### src/rtl/attn_pkg.sv
// Shared types and constants for the attention engine's byte-serial link.
// Used by both the transmit streamer and the engine-side receiver.
package attn_pkg;

  localparam int ATTN_DATA_W   = 8;
  localparam int ATTN_FEATURES = 4;
  localparam int ATTN_ROWS     = 4;

  // Transmit sequencing: q byte (FIRST), k byte (SECOND), dead cycle (GAP).
  typedef enum logic [1:0] {
    IDLE   = 2'd0,
    FIRST  = 2'd1,
    SECOND = 2'd2,
    GAP    = 2'd3
  } tx_state_t;

endpackage

### src/rtl/attn_pair_fifo.sv
// Small synchronous FIFO holding packed {q,k} pairs.
// Pointers carry one extra wrap bit so full and empty are distinguishable.
// Push while full and pop while empty are ignored.
module attn_pair_fifo #(
  parameter int WIDTH = 16,
  parameter int DEPTH = 4
) (
  input  logic             clk,
  input  logic             rst,
  input  logic             push,
  input  logic             pop,
  input  logic [WIDTH-1:0] wdata,
  output logic [WIDTH-1:0] rdata,
  output logic             full,
  output logic             empty
);

  localparam int AW = $clog2(DEPTH);

  logic [WIDTH-1:0] mem [DEPTH];
  logic [AW:0]      wr_ptr;
  logic [AW:0]      rd_ptr;
  logic             do_push;
  logic             do_pop;

  assign do_push = push && !full;
  assign do_pop  = pop && !empty;

  assign empty = (wr_ptr == rd_ptr);
  assign full  = (wr_ptr[AW] != rd_ptr[AW]) && (wr_ptr[AW-1:0] == rd_ptr[AW-1:0]);
  assign rdata = mem[rd_ptr[AW-1:0]];

  // Pointer advance; reset discards all stored pairs.
  always_ff @(posedge clk or posedge rst) begin
    if (rst) begin
      wr_ptr <= '0;
      rd_ptr <= '0;
    end else begin
      if (do_push) wr_ptr <= wr_ptr + (AW+1)'(1);
      if (do_pop)  rd_ptr <= rd_ptr + (AW+1)'(1);
    end
  end

  // Storage write; contents need no reset since empty masks them.
  always_ff @(posedge clk) begin
    if (do_push) mem[wr_ptr[AW-1:0]] <= wdata;
  end

endmodule

### src/rtl/attn_pair_streamer.sv
// Transmit end of the attention engine's byte-serial slave link.
// Buffers (q,k) pairs and sends each as q then k on tx_data, followed by one
// dead cycle, while tracking feature/row position for downstream framing.
// Optional feature: define ATTN_STREAMER_STALL_CNT_EN to add the 16-bit
// stall_cnt output (cycles spent in FIRST with tx_rdy low, saturating,
// cleared on frame_done).
//
// Handshakes:
//  host side  - a pair transfers on a clock edge where in_vld && in_rdy;
//               in_rdy is !full from registered FIFO state only.
//  engine side - the q byte transfers on an edge where tx_vld && tx_rdy and is
//               held stable until then; the k byte is presented for exactly
//               one cycle and always transfers (engine accepts on vld alone);
//               the following cycle has tx_vld=0 because the engine does not
//               latch during its compute cycle.
module attn_pair_streamer
  import attn_pkg::*;
#(
  parameter int DATA_W     = ATTN_DATA_W,
  parameter int FEATURES   = ATTN_FEATURES,
  parameter int ROWS       = ATTN_ROWS,
  parameter int PAIR_DEPTH = 4
) (
  input  logic              clk,
  input  logic              rst,
  input  logic              in_vld,
  output logic              in_rdy,
  input  logic [DATA_W-1:0] in_q,
  input  logic [DATA_W-1:0] in_k,
  output logic [DATA_W-1:0] tx_data,
  output logic              tx_vld,
  input  logic              tx_rdy,
  output logic              row_done,
  output logic              frame_done,
  output logic              busy
`ifdef ATTN_STREAMER_STALL_CNT_EN
  , output logic [15:0]     stall_cnt
`endif
);

  localparam int FW = $clog2(FEATURES);
  localparam int RW = $clog2(ROWS);

  tx_state_t           state;
  tx_state_t           state_nxt;
  logic                pop;
  logic [2*DATA_W-1:0] fifo_rdata;
  logic                fifo_full;
  logic                fifo_empty;
  logic [DATA_W-1:0]   pair_q;
  logic [DATA_W-1:0]   pair_k;
  logic [FW-1:0]       feat_cnt;
  logic [RW-1:0]       row_cnt;
  logic                feat_last;
  logic                row_last;

  attn_pair_fifo #(
    .WIDTH (2*DATA_W),
    .DEPTH (PAIR_DEPTH)
  ) u_fifo (
    .clk   (clk),
    .rst   (rst),
    .push  (in_vld),
    .pop   (pop),
    .wdata ({in_q, in_k}),
    .rdata (fifo_rdata),
    .full  (fifo_full),
    .empty (fifo_empty)
  );

  assign in_rdy    = !fifo_full;
  assign busy      = !fifo_empty || (state != IDLE);
  assign feat_last = (feat_cnt == FW'(FEATURES-1));
  assign row_last  = (row_cnt == RW'(ROWS-1));

  // FSM state register.
  always_ff @(posedge clk or posedge rst) begin
    if (rst) state <= IDLE;
    else     state <= state_nxt;
  end

  // Next state, FIFO pop and byte-bus drive; bus reads zero when not valid.
  always_comb begin
    state_nxt = state;
    pop       = 1'b0;
    tx_vld    = 1'b0;
    tx_data   = '0;
    case (state)
      IDLE: begin
        if (!fifo_empty) begin
          pop       = 1'b1;
          state_nxt = FIRST;
        end
      end
      FIRST: begin
        tx_vld  = 1'b1;
        tx_data = pair_q;
        if (tx_rdy) state_nxt = SECOND;
      end
      SECOND: begin
        tx_vld    = 1'b1;
        tx_data   = pair_k;
        state_nxt = GAP;
      end
      GAP: begin
        if (!fifo_empty) begin
          pop       = 1'b1;
          state_nxt = FIRST;
        end else begin
          state_nxt = IDLE;
        end
      end
      default: state_nxt = IDLE;
    endcase
  end

  // Pair register loaded from the FIFO head on every pop.
  always_ff @(posedge clk or posedge rst) begin
    if (rst) begin
      pair_q <= '0;
      pair_k <= '0;
    end else if (pop) begin
      pair_q <= fifo_rdata[2*DATA_W-1:DATA_W];
      pair_k <= fifo_rdata[DATA_W-1:0];
    end
  end

  // Feature/row position advances as each k byte goes out; the done pulses
  // land in the following GAP cycle.
  always_ff @(posedge clk or posedge rst) begin
    if (rst) begin
      feat_cnt   <= '0;
      row_cnt    <= '0;
      row_done   <= 1'b0;
      frame_done <= 1'b0;
    end else begin
      row_done   <= (state == SECOND) && feat_last;
      frame_done <= (state == SECOND) && feat_last && row_last;
      if (state == SECOND) begin
        if (feat_last) begin
          feat_cnt <= '0;
          row_cnt  <= row_last ? '0 : row_cnt + RW'(1);
        end else begin
          feat_cnt <= feat_cnt + FW'(1);
        end
      end
    end
  end

`ifdef ATTN_STREAMER_STALL_CNT_EN
  // Saturating count of cycles the engine held off the q byte in this frame.
  always_ff @(posedge clk or posedge rst) begin
    if (rst) begin
      stall_cnt <= '0;
    end else if (frame_done) begin
      stall_cnt <= '0;
    end else if ((state == FIRST) && !tx_rdy && (stall_cnt != 16'hFFFF)) begin
      stall_cnt <= stall_cnt + 16'd1;
    end
  end
`endif

endmodule
### config.mk
export PLATFORM = sky130hd
export DESIGN_NAME = attn_pair_streamer
export DESIGN_NICKNAME = d
export VERILOG_FILES = /design/src/rtl/attn_pkg.sv /design/src/rtl/attn_pair_fifo.sv /design/src/rtl/attn_pair_streamer.sv
export SDC_FILE = /design/constraint.sdc
export NUM_CORES = 1
export LEC_CHECK = 0
export BUFFER_PORTS_ARGS = -buffer_cell sky130_fd_sc_hd__buf_2
export CAP_MARGIN = 20
export CELL_PAD_IN_SITES_DETAIL_PLACEMENT = 1
export CELL_PAD_IN_SITES_GLOBAL_PLACEMENT = 1
export CORE_MARGIN = 2
export CORE_UTILIZATION = 55
export DETAILED_ROUTE_END_ITERATION = 6
export HOLD_SLACK_MARGIN = 0.06
export PLACE_DENSITY_LB_ADDON = 0.2
export SLEW_MARGIN = 10
export SYNTH_ARGS = -nofsm -noshare
export SYNTH_HDL_FRONTEND = slang
export SYNTH_SLANG_ARGS = --single-unit
### constraint.sdc
create_clock -name clk -period 2.8 [get_ports clk]
set_input_delay 0.84 -clock clk [delete_from_list [all_inputs] [get_ports clk]]
set_output_delay 0.84 -clock clk [all_outputs]
set_load 0.05 [all_outputs]
==> results of run 1 <==
[cell usage in the layout (no fill, tap or decap), drive strengths merged, types with 3 or more instances in the layout]
cell and n:
clkbuf 11, ha 12, a22oi 8, clkinvlp 4, and3 5, nor2 8, nand2 4, dfrtp 30
edfxtp 64, mux4 16, buf 37, inv 7, mux2 20, xnor2 3, xor2 5
[layer usage]
metal	vias up	global-route usage [%]	wire length, um
li1	863	-	-
met1	1003	25.1	2860
met2	34	32.8	3550
met3	11	5.09	223
met4	0	6.29	75
met5	-	0	0
[critical path, cell delays in order (launching register included)]
cell and delay [ns]:
dfrtp_1 0.43, inv_1 0.17, ha_2 0.27, buf_4 0.16, a22oi_1 0.11, nor2_1 0.10, buf_2 0.27
[final timing paths]
check / startpoint / to / slack (ns) / cells past startpoint
max in group asynchronous: rst / pair_k[3]$_DFFE_PP0P_ / 1.97 / 3
min in group asynchronous: rst / pair_k[6]$_DFFE_PP0P_ / 0.54 / 3
setup reg to reg: u_fifo.wr_ptr[0]$_DFFE_PP0N_ / u_fifo.mem[1][1]$_DFFE_PP_ / 0.68 / 3
hold / removal: feat_cnt[0]$_DFFE_PP0N_ / feat_cnt[0]$_DFFE_PP0N_ / 0.49 / 1
setup / recovery: state[0]$_DFFE_PP0P_ / tx_data[7] / 0.09 / 6
hold reg to reg: feat_cnt[0]$_DFFE_PP0N_ / feat_cnt[0]$_DFFE_PP0N_ / 0.49 / 1
[per-stage QoR]
stage               hold slack [ns]  TNS [ns]  power, uW  utilization [%]
floorplan                     0.457     -1.03       4190                -
global placement              0.477         0       4610             60.9
detailed placement            0.484         0       4710             60.9
CTS                           0.496         0       5540             63.6
global route                  0.509         0       5790             63.6
finish                        0.488         0       5470             63.6
[synthesized netlist by cell type (2+ instances only)]
library cell   n
dfrtp_1       30
mux2_4         8
mux2i_1        2
edfxtp_1      64
mux4_1         4
mux2_2        12
nor2_1         8
nand2_1        4
a21oi_1        2
mux4_2        12
and3_1         4
xor2_1         4
clkbuf_1       3
inv_1          6
or3_1          2
buf_6          3
a22oi_1        8
xnor2_1        3
nor3_1         2
ha_1          12
[registers in the layout, indices dropped and copies added, names as in the netlist]
| name | cells |
|---|---|
| u_fifo.mem | 64 |
| pair_k | 8 |
| pair_q | 8 |
| u_fifo.rd_ptr | 3 |
| u_fifo.wr_ptr | 3 |
| feat_cnt | 2 |
| row_cnt | 2 |
| state | 2 |
| frame_done | 1 |
| row_done | 1 |
[power by group]
part | internal (uW) | switching, uW | leakage [uW]
clock | 327 | 482 | 0.0000751
sequential | 1960 | 211 | 0.000943
combinational | 1130 | 1360 | 0.000670
[cell families after synthesis]
group	after synthesis	synth area share (%)
AO/OA/AOI/OAI	14	2.68
XOR/XNOR	8	2.00
adder cells (fa/ha/maj)	12	3.87
buffers and inverters	16	2.68
flip-flops	94	69.0
multiplexers	38	16.8
AND/OR/NAND/NOR	23	3.00
[cell type report]
cell class / count / area share [%]
Clock buffer: 10 / 2.95
Inverter: 7 / 0.637
Timing Repair Buffer: 38 / 5.15
Sequential cell: 94 / 61.8
Multi-Input combinational cell: 95 / 25.5
Clock inverter: 6 / 1.10
Tap cell: 96 / 2.78
[what timing repair did]
action                                  4_1_cts  5_1_grt
pin swaps                                     0        0
endpoints found under the setup margin        8        1
hold buffers                                  0        0
resized for setup                             4        1
hold endpoints to repair                      0        0
==> out/qor.yml, run 1 <==
synth:
  yosysTopAreaCellShare_pct: 49.6
  syn_nets: 237
  yosysWarnings: 0
  yosysUniqueCellTypes: 32
  synth-seq-cells: 94
  synth-async-reset-ratio_pct: 31.9
  mappedNetlistArea_um2: 3870
  syn_inst: 205
  synth.avg_cell_area_um2: 18.9
  synth_area_leader_cell: "edfxtp_1"
  synth_area_leaders: "edfxtp_1 (50%), dfrtp_1 (19%), mux4_2 (7.0%), ha_1 (3.9%), mux2_2 (3.5%)"
  synthFlopType: "edfxtp_1"
  ys_seq_area_share_pct: 69.0
  synth-edff-count: 64
clock_tree:
  insertion_delay_ns: 0.36
  htreeDepth: 3
  postCtsSetupBuffers: 0
  cts_tree: "done"
  clock-root-buffer: "clkbuf_8"
  cts.sinks: 94
  cts_buffers: 9
  cts_max_path_buffers: 2
  cts.clk_slew.worst_paths_ns: 0.09
finish:
  multiInputGateArea_um2: 1100
  insertedDiodeCount: 0
  fin_area_um2: 4320
  seq_area_um2: 2670
  final_nets: 277
  fillers: 586
  finalNonFillerCells: 346
  area_growth_pct: 11.5
  drive_gt1_share_pct: 36.0
run:
  cap_violations: 0
power:
  powerDensity_nw_per_um2: 1260
  cellLeakagePower_uw: 0.00169
  vdd_ir_drop_max_v: 0.000620
timing:
  final_hold_viol_count: 0
  final-setup-viol-count: 0
  fin_crit_sh_pct: 96.6
  fmax_mhz: 370
  worstMarginPinSlew_ns: 0.892
  rsz0062_at_grt: "false"
  period_minus_slack_ns: 2.71
  finClkSkew_ns: 0.00670
  slew_violations: 0
  slew_headroom_pct: 40.5
  setup_slack_ns: 0.0944
placement:
  dp.cells: 330
  dpl_cell_area_um2: 4140
  place.gp.congestion: 0.687
  io_buffers: 32
  place_ws_ns: 0.257
  dp_hpwl_um: 4380
die:
  fp.dieH_um: 87.9
  core_um2: 6790
  die_w_um: 87.9
  initial_utilization_pct: 57.0
  die-area_um2: 7730
  row_count: 30
  io_pins: 33
worst_hold_path:
  hold_path_class: "register to register"
outcome:
  status: "complete, no violations"
critical_path:
  cp.arrival_ns: 1.87
  start_kind: "register"
  critPathMaxFanout: 5
  cp-end-kind: "output port"
  crit_required_ns: 1.96
  path_class: "register to output port"
drt:
  viasPerCell: 5.52
  drt_first_pass_iters: 4
  drc_errors: 0
  antenna_left: 0
  drtIter0Drc: 109
  vias: 1911
  wl_per_cell_um: 19.4
  finalWirelength_um: 6700
global_routing:
  track_usage_pct: 19.5
  grt-ovfl-total: 0
  grt_max_degree: 31
  grt_pass1_vias: 2064
  antenna_found_initial: 0
  grt_pass1_wl_um: 10700
(Power assumes the default switching activity.)
==> inputs of run 2 (changes only) <==
--- a/config.mk
+++ b/config.mk
@@ -7,5 +7,4 @@
 export LEC_CHECK = 0
 export BUFFER_PORTS_ARGS = -buffer_cell sky130_fd_sc_hd__buf_2
-export CAP_MARGIN = 20
 export CELL_PAD_IN_SITES_DETAIL_PLACEMENT = 1
 export CELL_PAD_IN_SITES_GLOBAL_PLACEMENT = 1
@@ -14,5 +13,5 @@
 export DETAILED_ROUTE_END_ITERATION = 6
 export HOLD_SLACK_MARGIN = 0.06
-export PLACE_DENSITY_LB_ADDON = 0.2
+export PLACE_DENSITY = 0.83
 export SLEW_MARGIN = 10
 export SYNTH_ARGS = -nofsm -noshare
==> constraint.sdc (replaced) <==
create_clock -name clk -period 2.8 [get_ports clk]
set_input_delay 0.56 -clock clk [delete_from_list [all_inputs] [get_ports clk]]
set_output_delay 0.56 -clock clk [all_outputs]
set_load 0.05 [all_outputs]
==> out/qor.yml, run 2 (same netlist as run 1, synthesis figures left out) <==
outcome:
  status: "complete, no violations"
placement:
  dp_hpwl_um: 4380
  io_buffers: 32
  place.gp.congestion: 0.713
timing:
  slew_violations: 0
  rsz0062_at_grt: "false"
  tns_ns: 0
  hold_slack_ns: 0.285
  fin_crit_sh_pct: 93.0
  period_minus_slack_ns: 2.60
  fmax_mhz: 384
  worstMarginPinSlew_ns: 0.922
  final-setup-viol-count: 0
  finClkSkew_ns: 0.00863
  final_hold_viol_count: 0
  slew_headroom_pct: 38.5
critical_path:
  start_kind: "register"
  slowest_delay_ns: 0.40
  cp.arrival_ns: 2.04
  crit_family: "buffers and inverters"
  crit_chain: "inv_1, ha_1, clkinv_1, nor2_1, buf_2"
  ff2ff_setup_slack_ns: 0.65
  path_buf_inv: 3
  crit_path_top_delay_cell: "dfrtp_1"
  r2r-start: "u_fifo.wr_ptr[0]$_DFFE_PP0N_"
  path_class: "register to output port"
  cp-end-kind: "output port"
  crit_required_ns: 2.24
  critPathMaxFanout: 10
  r2r_end: "u_fifo.mem[1][3]$_DFFE_PP_"
  rr_worst_depth: 3
die:
  die-area_um2: 7730
  core_um2: 6790
  fp.dieH_um: 87.9
  io_pins: 33
  initial_utilization_pct: 57.0
  die_w_um: 87.9
  row_count: 30
finish:
  final_cell_mix: "edfxtp_1 (64), buf_2 (32), dfrtp_1 (30)"
  area_growth_pct: 11.6
  multiInputGateArea_um2: 1100
  fillers: 593
  largest_reg_flops: 64
  final_nets: 275
  drive_gt1_share_pct: 33.9
  seq_area_um2: 2670
  final_common_cell: "edfxtp_1"
  insertedDiodeCount: 0
clock_tree:
  cts_max_path_buffers: 2
  postCtsHoldBufs: 0
  clock-root-buffer: "clkbuf_8"
  cts.clk_slew.worst_paths_ns: 0.09
  insertion_delay_ns: 0.35
  cts_tree: "done"
  postCtsSetupBuffers: 0
  cts.repair.resized: 0
  htreeDepth: 3
  cts.sinks: 94
  cts_buffers: 9
global_routing:
  grt_pass1_vias: 2106
  antenna_found_initial: 0
  grt_util_met1_pct: 28.4
  grt_pass1_wl_um: 11800
  busiest_layer: "met2"
  track_usage_pct: 21.3
  grt-ovfl-total: 0
  use_met2_pct: 36.2
  grt_max_degree: 31
  use_met3_pct: 3.49
power:
  vdd_ir_drop_max_v: 0.000618
  cellLeakagePower_uw: 0.00170
  powerDensity_nw_per_um2: 1290
drt:
  vias: 1928
  antenna_left: 0
  finalWirelength_um: 7280
  viasPerCell: 5.60
  drt_first_pass_iters: 4
  drc_errors: 0
  drtIter0Drc: 92
  wl_per_cell_um: 21.2
worst_hold_path:
  hold_path_class: "input port to asynchronous set/reset pin"
run:
  cap_violations: 0
==> run 2: power breakdown <==
group / leakage [uW] / switching (uW) / internal, uW / total [uW]
Clock: 0.000104 / 465 / 507 / 973
Sequential: 0.000943 / 231 / 1960 / 2200
Combinational: 0.000656 / 1370 / 1050 / 2420
Total: 0.00170 / 2070 / 3520 / 5590
==> run 2: worst max-delay path by stage <==
stage	start	endpoint	slack (ns)	depth (start not counted)
2_1_floorplan	state[0]$_DFFE_PP0P_	tx_data[0]	0.15	4
3_3_place_gp	state[0]$_DFFE_PP0P_	tx_data[3]	0.61	5
3_5_place_dp	state[0]$_DFFE_PP0P_	tx_data[4]	0.57	5
4_1_cts	state[0]$_DFFE_PP0P_	tx_data[4]	0.16	5
5_1_grt	state[1]$_DFFE_PP0P_	tx_data[4]	0.06	5
6_report	state[1]$_DFFE_PP0P_	tx_data[4]	0.20	5
==> run 2: stage by stage <==
stage / cell area [um^2] / total power (uW) / util, % / std cells / worst slack (ns)
floorplan: 3870 / 4190 / - / 205 / 0.151
global placement: 4110 / 4520 / 60.5 / 328 / 0.609
detailed placement: 4110 / 4620 / 60.5 / 328 / 0.570
CTS: 4320 / 5650 / 63.6 / 344 / 0.159
global route: 4320 / 5900 / 63.6 / 344 / 0.0645
finish: 4320 / 5590 / 63.6 / 344 / 0.196
==> run 2: worst register-to-register path, delay by kind of cell, from the launching register on <==
| family | cells | cell delay (ns) |
|---|---|---|
| AND/OR/NAND/NOR | 2 | 1.04 |
| flip-flops | 1 | 0.47 |
| XOR/XNOR | 1 | 0.27 |
==> run 2: area by class of cell <==
cell class,instances,area share (%)
Sequential cell,94,61.8
Multi-Input combinational cell,95,25.4
Timing Repair Buffer,36,4.40
Clock buffer,11,3.04
Tap cell,96,2.78
Clock inverter,5,1.97
Inverter,7,0.608
==> run 2: layer usage <==
metal	wire, um	vias to the layer above
li1	-	869
met1	3210	1007
met2	3750	41
met3	184	11
met4	135	0
met5	0	-
==> inputs of run 3 (changes only) <==
CORE_UTILIZATION = 50   (was 55)
PLACE_DENSITY = 0.76   (was 0.83)
==> out/qor.yml, run 3 (same netlist as run 1, synthesis figures left out) <==
timing:
  final_hold_viol_count: 0
  final-setup-viol-count: 0
  tns_ns: 0
  rsz0062_at_grt: "false"
  finClkSkew_ns: 0.00746
  worstMarginPinSlew_ns: 0.930
  period_minus_slack_ns: 2.60
  slew_headroom_pct: 38.0
  fmax_mhz: 385
  slew_violations: 0
  fin_crit_sh_pct: 92.9
clock_tree:
  postCtsHoldBufs: 0
  cts_tree: "done"
  clock-root-buffer: "clkbuf_8"
  cts_max_path_buffers: 2
  postCtsSetupBuffers: 0
  cts.sinks: 94
  cts_buffers: 9
  htreeDepth: 3
  insertion_delay_ns: 0.35
  cts.repair.resized: 0
  cts.clk_slew.worst_paths_ns: 0.09
finish:
  area_growth_pct: 12.6
  final_common_cell: "edfxtp_1"
  insertedDiodeCount: 0
  fillers: 697
  largest_reg_flops: 64
  final_cell_mix: "edfxtp_1 (64), buf_2 (32), dfrtp_1 (30)"
  final_nets: 276
  drive_gt1_share_pct: 34.9
  finalNonFillerCells: 351
critical_path:
  cp.arrival_ns: 2.04
  critPathMaxFanout: 10
  path_class: "register to output port"
  start_kind: "register"
  r2r-start: "u_fifo.wr_ptr[0]$_DFFE_PP0N_"
  cp-end-kind: "output port"
  crit_required_ns: 2.24
  cp-startpoint: "state[0]$_DFFE_PP0P_"
global_routing:
  grt-ovfl-total: 0
  grt_pass1_wl_um: 11100
  track_usage_pct: 18.0
  grt_max_degree: 19
  grt_pass1_vias: 2097
  antenna_found_initial: 0
drt:
  wl_per_cell_um: 19.5
  viasPerCell: 5.40
  vias: 1896
  antenna_left: 0
  drt_first_pass_iters: 4
  drtIter0Drc: 84
  drc_errors: 0
  finalWirelength_um: 6850
placement:
  place.gp.congestion: 0.676
  dp_hpwl_um: 4550
  dp.cells: 335
  io_buffers: 32
power:
  switchingPower_uw: 2040
  cellLeakagePower_uw: 0.00172
  powerDensity_nw_per_um2: 1290
  vdd_ir_drop_max_v: 0.000553
  power_frac_seq_pct: 38.7
  switching_share_pct: 36.3
  p_int_uw: 3580
  comb_power_share_pct: 43.5
  clkPwrFrac_pct: 17.9
die:
  row_count: 32
  die-area_um2: 8470
  initial_utilization_pct: 50.9
  io_pins: 33
  die_w_um: 92.0
  core_um2: 7610
  fp.dieH_um: 92.0
run:
  cap_violations: 0
outcome:
  status: "complete, no violations"
worst_hold_path:
  hold_path_class: "input port to asynchronous set/reset pin"
-- run 3: power by group through the flow --
stage	Clock (uW)	Sequential, uW	Combinational (uW)
floorplan	0	2140	2050
global route	1070	2230	2670
global placement	0	2180	2420
CTS	1020	2180	2520
finish	1000	2170	2440
detailed placement	0	2210	2510
-- run 3: cell type report --
type	instances	area (um^2)	share of cell area [%]
flip-flops and latches	94	2670	61.3
multi-input cells	95	1100	25.2
clock buffers	9	124	2.84
clock inverters	7	104	2.38
repair buffers	37	210	4.82
inverters	7	26.3	0.602
well taps	102	128	2.93
-- run 3: worst paths after layout --
check	end	slack, ns	depth (start not counted)
hold reg to reg	feat_cnt[0]$_DFFE_PP0N_	0.49	1
hold / removal	frame_done$_DFF_PP0_	0.27	2
setup / recovery	tx_data[5]	0.20	5
setup reg to reg	u_fifo.mem[0][7]$_DFFE_PP_	0.65	3
min in group clk	u_fifo.mem[2][6]$_DFFE_PP_	0.41	1
max in group asynchronous	pair_q[5]$_DFFE_PP0P_	1.85	3
-- run 3: critical path, stage by stage, from the launching register on --
cell      delay (ns)
dfrtp_1         0.40
inv_1           0.12
ha_1            0.31
clkinv_1        0.30
nor2_1          0.25
buf_2           0.30
-- run 3: routing by layer --
metal / vias to the layer above / routed length [um] / GRT usage (%)
met5: - / 0 / 0
met3: 10 / 193 / 3.70
met4: 0 / 121 / 7.21
met2: 33 / 3670 / 31.1
met1: 991 / 2860 / 22.3
li1: 862 / - / -
-- run 3: metrics by stage --
stage,utilization [%],instance area [um^2],total power (uW),setup WS (ns),hold slack (ns)
after floorplan,-,3870,4190,0.151,0.457
after global placement,54.4,4140,4600,0.616,0.475
after detailed placement,54.4,4140,4720,0.538,0.487
after CTS,57.4,4360,5720,0.154,0.275
after global routing,57.4,4360,5960,0.0583,0.291
final,57.4,4360,5620,0.199,0.273
